$ cat src/rtl/io_input_ctrl.sv
// io_input_ctrl
// Read controller for the memory-mapped input port block (channels 0-2).
// Each raw external word is synchronized through two flops, debounced, and
// held in a stable shadow register. MEM-stage loads are served over a
// 4-phase req/ack handshake; unmapped addresses return zero with rd_err.
// A per-channel change flag is set on every accepted stable update, cleared
// when that channel is read, and irq is the registered OR of the flags.
//
// Ports:
//   clk               system clock, rising edge
//   rst_n             synchronous active-low reset
//   raw_in0..raw_in2  asynchronous external input words
//   rd_req, rd_addr   load request (held until ack) and its address
//   rd_data           returned word, valid with rd_ack, held afterwards
//   rd_ack            one-cycle acknowledge pulse
//   rd_err            with rd_ack, marks an unmapped address
//   chg_flag          per-channel new-stable-value flags
//   irq               registered OR of chg_flag
//
// Read FSM states:
//   state    | meaning
//   IDLE     | waiting for rd_req, captures rd_addr
//   LOOKUP   | decode captured address, launch response
//   RESP     | rd_ack high for this single cycle
//   WAIT_REL | response given, waiting for rd_req to drop

`ifndef DATA_LEN
`define DATA_LEN 32
`endif
`ifndef REG_ADDR_LEN
`define REG_ADDR_LEN 6
`endif

module io_input_ctrl #(
  parameter int                       DEBOUNCE_CYCLES = 16,
  parameter int                       CNT_W           = 5,
  parameter logic [`REG_ADDR_LEN-1:0] BASE_ADDR       = 6'b110000
) (
  input  logic                     clk,
  input  logic                     rst_n,
  input  logic [`DATA_LEN-1:0]     raw_in0,
  input  logic [`DATA_LEN-1:0]     raw_in1,
  input  logic [`DATA_LEN-1:0]     raw_in2,
  input  logic                     rd_req,
  input  logic [`REG_ADDR_LEN-1:0] rd_addr,
  output logic [`DATA_LEN-1:0]     rd_data,
  output logic                     rd_ack,
  output logic                     rd_err,
  output logic [2:0]               chg_flag,
  output logic                     irq
);

  localparam int DW  = `DATA_LEN;
  localparam int AW  = `REG_ADDR_LEN;
  localparam int NCH = 3;

  localparam logic [CNT_W-1:0] CNT_MAX  = CNT_W'(DEBOUNCE_CYCLES - 1);
  localparam logic [AW-1:0]    ADDR_CH0 = BASE_ADDR;
  localparam logic [AW-1:0]    ADDR_CH1 = BASE_ADDR + AW'(1);
  localparam logic [AW-1:0]    ADDR_CH2 = BASE_ADDR + AW'(2);

  typedef enum logic [1:0] {
    IDLE     = 2'd0,
    LOOKUP   = 2'd1,
    RESP     = 2'd2,
    WAIT_REL = 2'd3
  } state_t;

  logic [DW-1:0]    raw    [NCH];
  logic [DW-1:0]    sync1  [NCH];
  logic [DW-1:0]    sync2  [NCH];
  logic [DW-1:0]    stable [NCH];
  logic [CNT_W-1:0] cnt    [NCH];
  logic [NCH-1:0]   upd;

  state_t           state;
  logic [AW-1:0]    addr_q;
  logic             hit;
  logic [1:0]       sel;
  logic [DW-1:0]    sel_data;
  logic [NCH-1:0]   rd_clr;
  logic [NCH-1:0]   chg_next;

  assign raw[0] = raw_in0;
  assign raw[1] = raw_in1;
  assign raw[2] = raw_in2;

  // Debounce completes on the edge where a differing value has already
  // persisted DEBOUNCE_CYCLES-1 cycles; that edge is the DEBOUNCE_CYCLES-th.
  always_comb begin
    upd = '0;
    for (int i = 0; i < NCH; i++) begin
      upd[i] = (sync2[i] != stable[i]) && (cnt[i] == CNT_MAX);
    end
  end

  always_ff @(posedge clk) begin
    if (!rst_n) begin
      for (int i = 0; i < NCH; i++) begin
        sync1[i]  <= '0;
        sync2[i]  <= '0;
        stable[i] <= '0;
        cnt[i]    <= '0;
      end
    end else begin
      for (int i = 0; i < NCH; i++) begin
        sync1[i] <= raw[i];
        sync2[i] <= sync1[i];
        if (sync2[i] == stable[i]) begin
          cnt[i] <= '0;
        end else if (cnt[i] == CNT_MAX) begin
          stable[i] <= sync2[i];
          cnt[i]    <= '0;
        end else begin
          cnt[i] <= cnt[i] + CNT_W'(1);
        end
      end
    end
  end

  // Address decode on the captured address, full-width compare.
  always_comb begin
    hit      = 1'b1;
    sel      = 2'd0;
    sel_data = '0;
    if (addr_q == ADDR_CH0) begin
      sel      = 2'd0;
      sel_data = stable[0];
    end else if (addr_q == ADDR_CH1) begin
      sel      = 2'd1;
      sel_data = stable[1];
    end else if (addr_q == ADDR_CH2) begin
      sel      = 2'd2;
      sel_data = stable[2];
    end else begin
      hit = 1'b0;
    end
  end

  // A read clears its channel's flag, but a same-edge stable update sets it
  // again: the set term is OR-ed in last so it wins.
  always_comb begin
    rd_clr = '0;
    if (state == LOOKUP && hit) begin
      rd_clr = NCH'(1) << sel;
    end
    chg_next = (chg_flag & ~rd_clr) | upd;
  end

  always_ff @(posedge clk) begin
    if (!rst_n) begin
      chg_flag <= '0;
      irq      <= 1'b0;
    end else begin
      chg_flag <= chg_next;
      irq      <= |chg_next;
    end
  end

  always_ff @(posedge clk) begin
    if (!rst_n) begin
      state   <= IDLE;
      addr_q  <= '0;
      rd_data <= '0;
      rd_ack  <= 1'b0;
      rd_err  <= 1'b0;
    end else begin
      case (state)
        IDLE: begin
          if (rd_req) begin
            addr_q <= rd_addr;
            state  <= LOOKUP;
          end
        end
        LOOKUP: begin
          // Issued even if rd_req dropped meanwhile; RESP then goes to IDLE.
          rd_data <= sel_data;
          rd_ack  <= 1'b1;
          rd_err  <= ~hit;
          state   <= RESP;
        end
        RESP: begin
          rd_ack <= 1'b0;
          rd_err <= 1'b0;
          state  <= rd_req ? WAIT_REL : IDLE;
        end
        WAIT_REL: begin
          if (!rd_req) begin
            state <= IDLE;
          end
        end
        default: state <= IDLE;
      endcase
    end
  end

endmodule

$ cat config.mk
export PLATFORM = sky130hd
export DESIGN_NAME = io_input_ctrl
export DESIGN_NICKNAME = d
export VERILOG_FILES = /design/src/rtl/io_input_ctrl.sv
export SDC_FILE = /design/constraint.sdc
export NUM_CORES = 1
export LEC_CHECK = 0
export ABC_AREA = 1
export BUFFER_PORTS_ARGS = -buffer_cell sky130_fd_sc_hd__buf_2
export CAP_MARGIN = 10
export CORE_AREA = 2 2 166 168
export DETAILED_ROUTE_END_ITERATION = 16
export DIE_AREA = 0 0 168 170
export GPL_TIMING_DRIVEN = 0
export PLACE_DENSITY = 0.81
export SYNTH_ARGS = -nofsm -noshare
export SYNTH_HDL_FRONTEND = slang
export SYNTH_SLANG_ARGS = --single-unit
$ cat constraint.sdc
create_clock -name clk -period 2.42 [get_ports clk]
set_input_delay 0.242 -clock clk [delete_from_list [all_inputs] [get_ports clk]]
set_output_delay 0.242 -clock clk [all_outputs]
set_load 0.01 [all_outputs]
## Word-level counts from Yosys, hierarchy flattened

Memory sizes are Yosys's and may differ from the RTL's.
Index checks and enable logic that the tools add are counted.

- Register bits after elaboration: 46
- Logic and storage cells: 132
- Memory bits (writable): 303
- Output and inout bits: 38
- Input port bits: 105
- Memories: 4

- Multiplexer cells: 69
- Add/subtract/negate cells: 3
- Reductions and logical operators: 9
- Bitwise gates (word level): 22
- Eq/ne operators: 17
- Shifts and indexed selects: 1

Memory list:

| memory | depth | bits a word | rd ports | clocked after Yosys merged registers in | wr ports | line | RTL |
|---|---|---|---|---|---|---|---|
| stable | 3 | 32 | 3 | 0 | 3 | 72 | `logic [DW-1:0] stable [NCH];` |
| sync1 | 3 | 32 | 3 | 0 | 3 | 70 | `logic [DW-1:0] sync1 [NCH];` |
| sync2 | 3 | 32 | 3 | 0 | 3 | 71 | `logic [DW-1:0] sync2 [NCH];` |
| cnt | 3 | 5 | 3 | 0 | 3 | 73 | `logic [CNT_W-1:0] cnt [NCH];` |

Operators by type and width:

| cell | count |
|---|---|
| $mux 32 | 12 |
| $eq 32x32->1 | 3 |
| $ne 32x32->1 | 3 |
| $mux 5 | 9 |
| $mux 1 | 38 |
| $eq 6x6->1 const B | 3 |
| $or 1x1->1 | 18 |
| $add 5x1->5 const B | 3 |
| $eq 5x4->1 const B | 3 |
| $mux 2 | 6 |
| $pmux 2 s4 | 1 |
| $eq 2x2->1 const B | 2 |
| $logic_and 1x1->1 | 4 |
| $ne 2x2->1 const B | 2 |
| $pmux 1 s2 | 2 |
| $reduce_and 2->1 | 2 |
| $and 3x3->3 | 1 |
| $mux 3 | 1 |
| $not 3->3 | 1 |
| $or 3x3->3 | 1 |
| $reduce_or 3->1 | 1 |
| $shl 1x2->3 const A | 1 |
| $eq 2x1->1 const B | 1 |
| $logic_not 2->1 | 1 |
| other kinds (2) | 2 |

## Logic depth before layout (Yosys ltp)

Gate-level depths: netlist of run 1.

- Depth after elaboration: 10
- Depth in mapped cells: 14
- Mapped depth without buffers: 12

## Worst setup path after synthesis of run 1

Ideal clock, no wire load.

- Kind: input port to flip-flop
- Start point: input port rst_n
- End point: memory stable[0][32] (netlist bit) (enable)
- Arrival time: 1.568 ns
- Required time: 1.942 ns
- Stages: 4
- Buffers on the path: 3
- Setup slack: 0.373 ns
- Cells stage by stage: clkbuf_1 clkbuf_1 clkbuf_1 nand2_1

RTL lines:

| element | line | RTL |
|---|---|---|
| from (decl) | 40 | `input logic rst_n,` |
| to (decl) | 72 |  |

==> impl_metrics.toml, run 1 <==
[floorplan]
initial_core_util_pct = 49.8
ioPinCount = 143
die_h_um = 170
die_x_um = 168
dieArea_um2 = 28600
core_area_um2 = 26700
std_cell_rows = 60

[pwr]
p_int_mw = 10.5
combPwrFrac_pct = 12.2
clockPowerShare_pct = 39.5
pwr-share-seq_pct = 48.3
powerDensity_nw_per_um2 = 841
p_leak_nw = 8.30
ir_worst_vdd_uv = 741
p_sw_mw = 3.57
sw_frac_of_total_pct = 25.3

[place]
io_buffers = 141
dp_hpwl_mm = 22.2
gp_congestion = 0.878

[grt]
grt_first_pass_wirelength_mm = 50.0
grt_max_degree = 22
grt_usage_pct = 22.5
grt_overflow = 0
grt_pass1_vias = 10063
antenna_found_initial = 0

[min_path]
min-delay-start = "rd_addr[2]"
hp-class = "in2reg"

[critical_path]
r2r_cells = 12
slowest_delay_ns = 0.41
path_buf_inv = 2
r2r_slack_ns = 0.09
endpoint = "stable[0][57]"
slowest_stage = "edfxtp_1"
reg2reg_from = "stable[0][62]"
path_delay_family = "simple AND/OR/NAND/NOR gates"
crit_arrival_ns = 2.60
crit_start = "stable[0][62]"
crit_fanout = 10
worstSetupPathDepth = 12
cp-end-kind = "flip-flop"
crit_chain = "xnor2_1, nand2_1, nor2_2, nand2_1, nor2_1, nand2_1, nand2_1, nand3_1, nand2_4, buf_8, buf_6, nor2_1"
startpoint_type = "flip-flop"
cp.required_ns = 2.69
reg2reg_to = "stable[0][57]"
critPathKind = "reg2reg"
crit_top_cell = "nand2_1"

[sta]
finalHoldViolations = 0
skew_ns = 0.0218
post-route-min-period_ns = 2.33
drv_slew = 0
finalSetupTns_ns = 0
finalSetupViolCount = 0
maxSlewHeadroom_pct = 34.1
tightest_slew_ns = 0.988
period_share_pct = 96.2
maxClockFrequency_ghz = 0.429

[cts]
cts_root_buffer = "clkbuf_16"
cts_tree = "done"
insertion_delay_ns = 0.53
cts.clk_slew.worst_paths_ns = 0.06
clock_sinks = 349
cts_max_path_buffers = 3
htree_levels = 2
numCtsBuffers = 35

[final_layout]
num_antenna_cells = 0
fin_nets = 1924
utilization_pct = 63.0
drive_gt1_share_pct = 13.0
areaGrowthSynthToFinish_pct = 26.5

[detailed_routing]
vias = 10255
m1WireLength_mm = 12.8
wl_met3_mm = 2.71
drtPass1Iterations = 5
drt_iter0_markers = 746
wirelength_mm = 31.7
dr_wl_met2_mm = 15.3
viasPerCell = 4.71
final_antenna_net_count = 0
top_layer_used = "met4"
wl_per_cell_um = 14.6
drc_errors = 0

[synthesis]
ys_types = 26
netlist_area_um2 = 13300
ys_ff_latch = 349
yosys_warnings = 0
synth_cells = 1512
ys_seq_area_share_pct = 61.0
avgSynthCellArea_um2 = 8.77

[flow_run]
drv_cap = 0

[status]
status = "complete, no violations"
## synthesized netlist by cell type
master | n | share of area [%]
conb_1 | 1 | 0.028
nand3_1 | 11 | 0.41
buf_6 | 5 | 0.42
ha_1 | 11 | 1.0
nor3b_1 | 3 | 0.17
nand2_1 | 400 | 11
nor2_1 | 153 | 4.3
mux2_2 | 1 | 0.085
clkinv_1 | 1 | 0.028
nor2_4 | 1 | 0.085
nand2_2 | 3 | 0.14
buf_4 | 2 | 0.11
o21ai_0 | 14 | 0.53
a21oi_1 | 65 | 2.5
o221ai_1 | 27 | 1.8
xnor2_1 | 67 | 4.4
inv_2 | 10 | 0.28
edfxtp_1 | 111 | 25
a221oi_1 | 1 | 0.066
a31oi_1 | 6 | 0.28
dfxtp_1 | 238 | 36
xor2_1 | 3 | 0.20
clkbuf_1 | 39 | 1.1
buf_2 | 5 | 0.19
or2_0 | 1 | 0.047
inv_1 | 333 | 9.4
## what timing repair did
| item | in CTS | in global routing |
|---|---|---|
| setup buffers | 0 | 3 |
| gates resized for setup | 1 | 9 |
| setup endpoints to repair | 20 | 130 |
| hold endpoints to repair | 98 | 0 |
| hold buffers | 98 | 0 |
## worst register-to-register path, stage by stage (launching register included)
cell	delay (ns)
edfxtp_1	0.41
xnor2_1	0.20
nand2_1	0.10
nor2_2	0.13
nand2_1	0.06
nor2_1	0.19
nand2_1	0.16
nand2_1	0.15
nand3_1	0.13
nand2_4	0.16
buf_8	0.17
buf_6	0.16
nor2_1	0.07
## layout by cell type (no fill, tap or decap), types with 7 or more instances in the layout
cell type,instances
nand3_1,11
clkbuf_16,38
dlygate4sd3_1,98
ha_1,11
conb_1,15
inv_1,333
edfxtp_1,111
o21ai_0,14
clkbuf_1,47
clkbuf_8,7
nand2_1,396
nor2_1,151
a21oi_1,65
o221ai_1,27
buf_2,146
dfxtp_1,238
xnor2_1,65
inv_2,10
## how the worst min path moves through the flow
stage	to	cells after the start
2_1_floorplan	sync1[0][0]	2
3_3_place_gp	sync2[0][45]	2
3_5_place_dp	sync2[0][44]	2
4_1_cts	addr_q[2]	3
5_1_grt	addr_q[2]	3
6_report	addr_q[2]	3
## routing by layer
| metal | global-route usage, % | vias up |
|---|---|---|
| li1 | - | 5083 |
| met4 | 7.79 | 0 |
| met3 | 4.67 | 66 |
| met1 | 27.4 | 4691 |
| met5 | 0 | - |
| met2 | 39.8 | 415 |
## state kept, by name (all words and copies together), names as in the netlist
| name | flops |
|---|---|
| cnt | 15 |
| irq | 1 |
| rd_ack | 1 |
| stable | 96 |
| chg_flag | 3 |
| state | 2 |
| sync1 | 96 |
| rd_err | 1 |
| addr_q | 6 |
| rd_data | 32 |
| sync2 | 96 |
## cell type report
cell class                 count  area (um2)
sequential                   349        8100
multi-input combinational    782        3720
timing repair buffer         245        1790
buffer                        51         246
fill                        2048        9870
clock buffer                  53        1080
clock inverter                11         128
tap                          341         427
inverter                     344        1290
## power by group through the flow
stage	clock network [mW]	registers [mW]	logic (mW)
after floorplan	0	6.88	0.906
after global placement	0	6.91	1.47
after detailed placement	0	6.93	1.55
after CTS	5.62	6.80	1.69
after global routing	5.89	6.85	1.91
final	5.57	6.82	1.72
## logic make-up after synthesis
family / synth area share [%]
AND/OR/NAND/NOR: 16.5
buffers and inverters: 11.6
multiplexers: 0.0849
adder cells (fa/ha/maj): 1.04
flip-flops: 61.0
AO/OA/AOI/OAI: 5.11
XOR/XNOR: 4.62
other: 0.0283
## stage by stage
step | instance area, um2 | std cells | setup slack, ns | hold WS (ns) | power (mW)
after global routing | 16800 | 2176 | -0.0378 | 0.0291 | 14.6
after CTS | 16700 | 2173 | 0.0310 | 0.00190 | 14.1
after detailed placement | 14500 | 2011 | -0.327 | 0.397 | 8.48
after floorplan | 13300 | 1526 | 0.373 | 0.340 | 7.78
after global placement | 14500 | 2008 | -0.702 | 0.395 | 8.38
final | 16800 | 2176 | 0.0909 | 0.0171 | 14.1
Note: power is estimated with default switching activity, not from simulation.
==> run 2, diff against run 1 <==
--- a/config.mk
+++ b/config.mk
@@ -8,11 +8,11 @@
 export ABC_AREA = 1
 export BUFFER_PORTS_ARGS = -buffer_cell sky130_fd_sc_hd__buf_2
 export CAP_MARGIN = 10
-export CORE_AREA = 2 2 166 168
+export CORE_AREA = 2 2 170 172
 export DETAILED_ROUTE_END_ITERATION = 16
-export DIE_AREA = 0 0 168 170
+export DIE_AREA = 0 0 172 174
 export GPL_TIMING_DRIVEN = 0
-export PLACE_DENSITY = 0.81
+export PLACE_DENSITY = 0.78
 export SYNTH_ARGS = -nofsm -noshare
 export SYNTH_HDL_FRONTEND = slang
 export SYNTH_SLANG_ARGS = --single-unit
==> constraint.sdc (replaced) <==
create_clock -name clk -period 2.7 [get_ports clk]
set_input_delay 0.27 -clock clk [delete_from_list [all_inputs] [get_ports clk]]
set_output_delay 0.27 -clock clk [all_outputs]
set_load 0.01 [all_outputs]
==> run 2 against run 1 <==
  * Routed wire length shrank 0.20%
  * Maximum frequency decreased by 6.0%
  * Clock power shrank 10%
  * Global-route usage is 1.1 points lower
  * Critical endpoint is now stable[0][50]
  * Critical path type unchanged
  * Largest cell class unchanged
  * Critical path depth shrank 3
==> impl_metrics.toml, run 2 (synthesis gave the netlist of run 1 again) <==
[status]
status = "complete, no violations"

[sta]
maxSlewHeadroom_pct = 33.1
skew_ns = 0.0156
tightest_slew_ns = 1.00
finalSetupViolCount = 0
finalSetupTns_ns = 0
rsz0062_at_grt = "no"
period_share_pct = 91.8
drv_slew = 0
finalHoldViolations = 0
post-route-min-period_ns = 2.48
maxClockFrequency_ghz = 0.403

[detailed_routing]
vias = 10242
drc_errors = 0
final_antenna_net_count = 0
drtPass1Iterations = 6
wirelength_mm = 31.7
wl_per_cell_um = 14.3
drt_iter0_markers = 809
viasPerCell = 4.62

[floorplan]
core_area_um2 = 28200
ioPinCount = 143
die_x_um = 172
initial_core_util_pct = 47.0
std_cell_rows = 62
dieArea_um2 = 29900
die_h_um = 174

[place]
io_buffers = 141
gp_congestion = 0.899
placed_cells = 2054
dp_hpwl_mm = 22.4

[final_layout]
fin_nets = 1921
final_common_cell = "nand2_1"
final_cell_mix = "400 x nand2_1, 333 x inv_1, 238 x dfxtp_1, 153 x nor2_1, 146 x buf_2"
fillers = 2352
areaGrowthSynthToFinish_pct = 26.3
num_antenna_cells = 0
utilization_pct = 59.3
largestRegisters = "stable x96, sync1 x96, sync2 x96"
drive_gt1_share_pct = 12.7
ff_latch_area_um2 = 8100
multi_input_area_um2 = 3690
finalNonFillerCells = 2217

[cts]
cts.clk_slew.worst_paths_ns = 0.06
post_cts_buffers = 0
clock_sinks = 349
htree_levels = 2
cts_resized = 0
cts_root_buffer = "clkbuf_16"
cts_tree = "done"
ctsHoldBuffers = 97
cts_max_path_buffers = 3
insertion_delay_ns = 0.53
numCtsBuffers = 36

[min_path]
hp-class = "in2reg"
min-delay-start = "rd_addr[4]"
hold_path_depth = 3
min_to = "addr_q[4]"

[grt]
grt_usage_pct = 21.4
antenna_found_initial = 0
grt_max_degree = 24
met1_usage_pct = 25.9
grt_first_pass_wirelength_mm = 49.3
grt_overflow = 0
grt_pass1_vias = 9923
grt_busiest_layer = "met2"
met3_usage_pct = 5.42
met2_usage_pct = 36.1

[pwr]
ir_worst_vdd_uv = 424
p_leak_nw = 8.27
powerDensity_nw_per_um2 = 754

[flow_run]
drv_cap = 0

[critical_path]
cp.required_ns = 2.97
critPathKind = "reg2reg"
cp-end-kind = "flip-flop"
r2r_cells = 9
reg2reg_to = "stable[0][50]"
path_delay_family = "simple AND/OR/NAND/NOR gates"
slowest_stage = "nand2_1"
startpoint_type = "flip-flop"
crit_arrival_ns = 2.75
slowest_delay_ns = 0.46
crit_fanout = 20
r2r_slack_ns = 0.22
crit_top_cell = "nand2_1"
crit_chain = "xnor2_1, nand2_1, nor2_1, nand2_1, nor2_1, nand2_1, nand2_1, nand2_1, buf_16"
reg2reg_from = "stable[0][61]"
path_buf_inv = 1
==> run 2: cell count changes in the layout (fill, tap and decap cells not counted), moves of 3 or more <==
| cell | before | now |
|---|---|---|
| clkbuf_8 | 7 | 2 |
| nand2_2 | 6 | 3 |
| clkbuf_1 | 47 | 42 |
| nand2_1 | 396 | 400 |
| buf_4 | 5 | 2 |
| clkinv_2 | 5 | 12 |
==> run 2: worst register-to-register path: stages, from the launching register on <==
cell and delay [ns]:
edfxtp_1 0.43, xnor2_1 0.19, nand2_1 0.07, nor2_1 0.15
nand2_1 0.06, nor2_1 0.20, nand2_1 0.15, nand2_1 0.13
nand2_1 0.46, buf_16 0.37
==> run 2: metal layers <==
layer	share of wire, %	vias to the layer above
met5	0	-
met4	4.4	0
met3	8.4	88
met2	47	385
met1	40	4702
li1	-	5067
==> run 2: power breakdown <==
group | switching [mW] | leakage (nW) | total [mW] | internal, mW
clock network | 2.05 | 0.604 | 4.99 | 2.93
logic | 0.906 | 4.55 | 1.56 | 0.651
registers | 0.274 | 3.12 | 6.08 | 5.81
==> run 2: per-stage QoR <==
stage | hold slack (ns) | area, um2 | setup WS, ns | power [mW]
after floorplan | 0.368 | 13300 | 0.625 | 6.98
after detailed placement | 0.397 | 14600 | -0.130 | 7.60
after global placement | 0.396 | 14500 | -0.477 | 7.52
after global routing | 0.0255 | 16800 | 0.0806 | 13.1
final | 0.0104 | 16800 | 0.221 | 12.6
after CTS | 0.00135 | 16800 | 0.238 | 12.7
==> run 2: area by class of cell <==
| type | count | share of cell area (%) |
|---|---|---|
| Sequential cell | 349 | 48.3 |
| Timing Repair Buffer | 241 | 10.5 |
| Tap cell | 384 | 2.87 |
| Buffer | 51 | 1.45 |
| Multi-Input combinational cell | 782 | 22.0 |
| Clock buffer | 43 | 5.91 |
| Inverter | 344 | 7.71 |
| Clock inverter | 23 | 1.25 |
==> run 2: worst max-delay path by stage <==
stage / startpoint / end / slack, ns / cells past startpoint
finish: stable[0][61] / stable[0][50] / 0.22 / 9
global route: stable[0][60] / stable[0][48] / 0.08 / 9
CTS: stable[0][61] / stable[0][48] / 0.24 / 9
detailed placement: rst_n / stable[0][51] / -0.13 / 5
global placement: rst_n / stable[0][51] / -0.48 / 4
floorplan: rst_n / stable[0][32] / 0.63 / 4
==> run 3, diff against run 2 <==
--- a/config.mk
+++ b/config.mk
@@ -12,6 +12,7 @@
 export DETAILED_ROUTE_END_ITERATION = 16
 export DIE_AREA = 0 0 172 174
 export GPL_TIMING_DRIVEN = 0
+export HOLD_SLACK_MARGIN = 0.05
 export PLACE_DENSITY = 0.78
 export SYNTH_ARGS = -nofsm -noshare
 export SYNTH_HDL_FRONTEND = slang
==> run 3 against run 2 <==
  * Final cell count increased by 0.14%
  * Largest cell class unchanged
  * Via count down 0.15%
  * Register-to-register slack worse by 0.02 ns
  * Worst hold slack improved by 0.054 ns
  * Core utilization grew 0.11 points
  * Clock power barely moved
  * Critical path depth stayed put
  * Clock skew down 0.00093 ns
  * Power up 0.14%
  * Critical path type unchanged
  * Setup slack worse by 0.016 ns
==> impl_metrics.toml, run 3 (synthesis gave the netlist of run 1 again) <==
[critical_path]
critPathKind = "reg2reg"
startpoint_type = "flip-flop"
crit_arrival_ns = 2.76
crit_fanout = 20
cp.required_ns = 2.97
cp-end-kind = "flip-flop"

[sta]
finalSetupViolCount = 0
skew_ns = 0.0146
maxSlewHeadroom_pct = 33.7
timing.final.ws_setup_ns = 0.206
period_share_pct = 92.4
finalHoldViolations = 0
post-route-min-period_ns = 2.49
rsz0062_at_grt = "no"
tightest_slew_ns = 0.994
finalSetupTns_ns = 0
drv_slew = 0
whs_ns = 0.0646
maxClockFrequency_ghz = 0.401

[detailed_routing]
viasPerCell = 4.61
vias = 10227
drtPass1Iterations = 5
drc_errors = 0
final_antenna_net_count = 0
wl_per_cell_um = 14.3
wirelength_mm = 31.8
drt_iter0_markers = 779

[final_layout]
final_common_cell = "nand2_1"
finalNonFillerCells = 2220
fin_nets = 1924
stdcell_area_um2 = 16800
final_cell_mix = "400 x nand2_1, 333 x inv_1, 238 x dfxtp_1, 153 x nor2_1, 146 x buf_2"
largestRegisters = "stable x96, sync1 x96, sync2 x96"
areaGrowthSynthToFinish_pct = 26.5
num_antenna_cells = 0
drive_gt1_share_pct = 12.7
utilization_pct = 59.4

[floorplan]
core_area_um2 = 28200
ioPinCount = 143
dieArea_um2 = 29900
die_h_um = 174
die_x_um = 172
initial_core_util_pct = 47.0
std_cell_rows = 62

[min_path]
hp-class = "in2reg"

[grt]
grt_usage_pct = 21.4
antenna_found_initial = 0
grt_pass1_vias = 9956
grt_max_degree = 24
grt_first_pass_wirelength_mm = 49.4
grt_overflow = 0

[cts]
htree_levels = 2
clock_sinks = 349
insertion_delay_ns = 0.52
cts_resized = 0
cts_max_path_buffers = 3
numCtsBuffers = 36
cts.clk_slew.worst_paths_ns = 0.06
cts_tree = "done"
cts_root_buffer = "clkbuf_16"

[pwr]
p_leak_nw = 8.28
ir_worst_vdd_uv = 424
fin_total_pwr_mw = 12.6
powerDensity_nw_per_um2 = 753

[flow_run]
drv_cap = 0

[place]
gp_congestion = 0.899
dp_hpwl_mm = 22.4
pre_cts_ws_ns = -0.130
io_buffers = 141
place_area_um2 = 14600
placed_cells = 2054

[status]
status = "complete, no violations"
-- run 3: final cells by class --
type,count,area (um2)
sequential,349,8100
clock buffer,43,990
buffer,51,243
clock inverter,23,209
fill,2349,11500
inverter,344,1290
tap,384,480
timing repair buffer,244,1790
multi-input combinational,782,3690
-- run 3: worst paths after layout --
kind | from | to | slack [ns] | depth (start not counted)
setup / recovery | stable[0][61] | stable[0][50] | 0.21 | 9
hold / removal | rd_addr[3] | addr_q[3] | 0.06 | 3
setup reg to reg | stable[0][61] | stable[0][50] | 0.21 | 9
hold reg to reg | sync1[0][55] | sync2[0][55] | 0.40 | 2
-- run 3: critical path, stage by stage, from the launching register on --
cell and delay (ns):
edfxtp_1 0.43, xnor2_1 0.19, nand2_1 0.07, nor2_1 0.15, nand2_1 0.06, nor2_1 0.19, nand2_1 0.15, nand2_1 0.13
nand2_1 0.46, buf_16 0.37
-- run 3: report_power, final --
| part | switching [mW] | total [mW] | internal, mW |
|---|---|---|---|
| Sequential | 0.276 | 6.09 | 5.81 |
| Combinational | 0.911 | 1.56 | 0.654 |
| Clock | 2.06 | 4.99 | 2.93 |
| Total | 3.25 | 12.6 | 9.40 |
-- run 3: timing repair --
action	in CTS	in global routing
endpoints found under the hold margin	100	0
setup endpoints to repair	0	0
hold buffers	100	0
setup buffers	0	0
-- run 3: metal layers --
layer / wire (um) / vias to the layer above / global-route usage [%]
met5: 0 / - / 0
met3: 2600 / 84 / 5.40
met4: 1330 / 0 / 8.68
met1: 12700 / 4682 / 26.0
li1: - / 5076 / -
met2: 15100 / 385 / 36.3
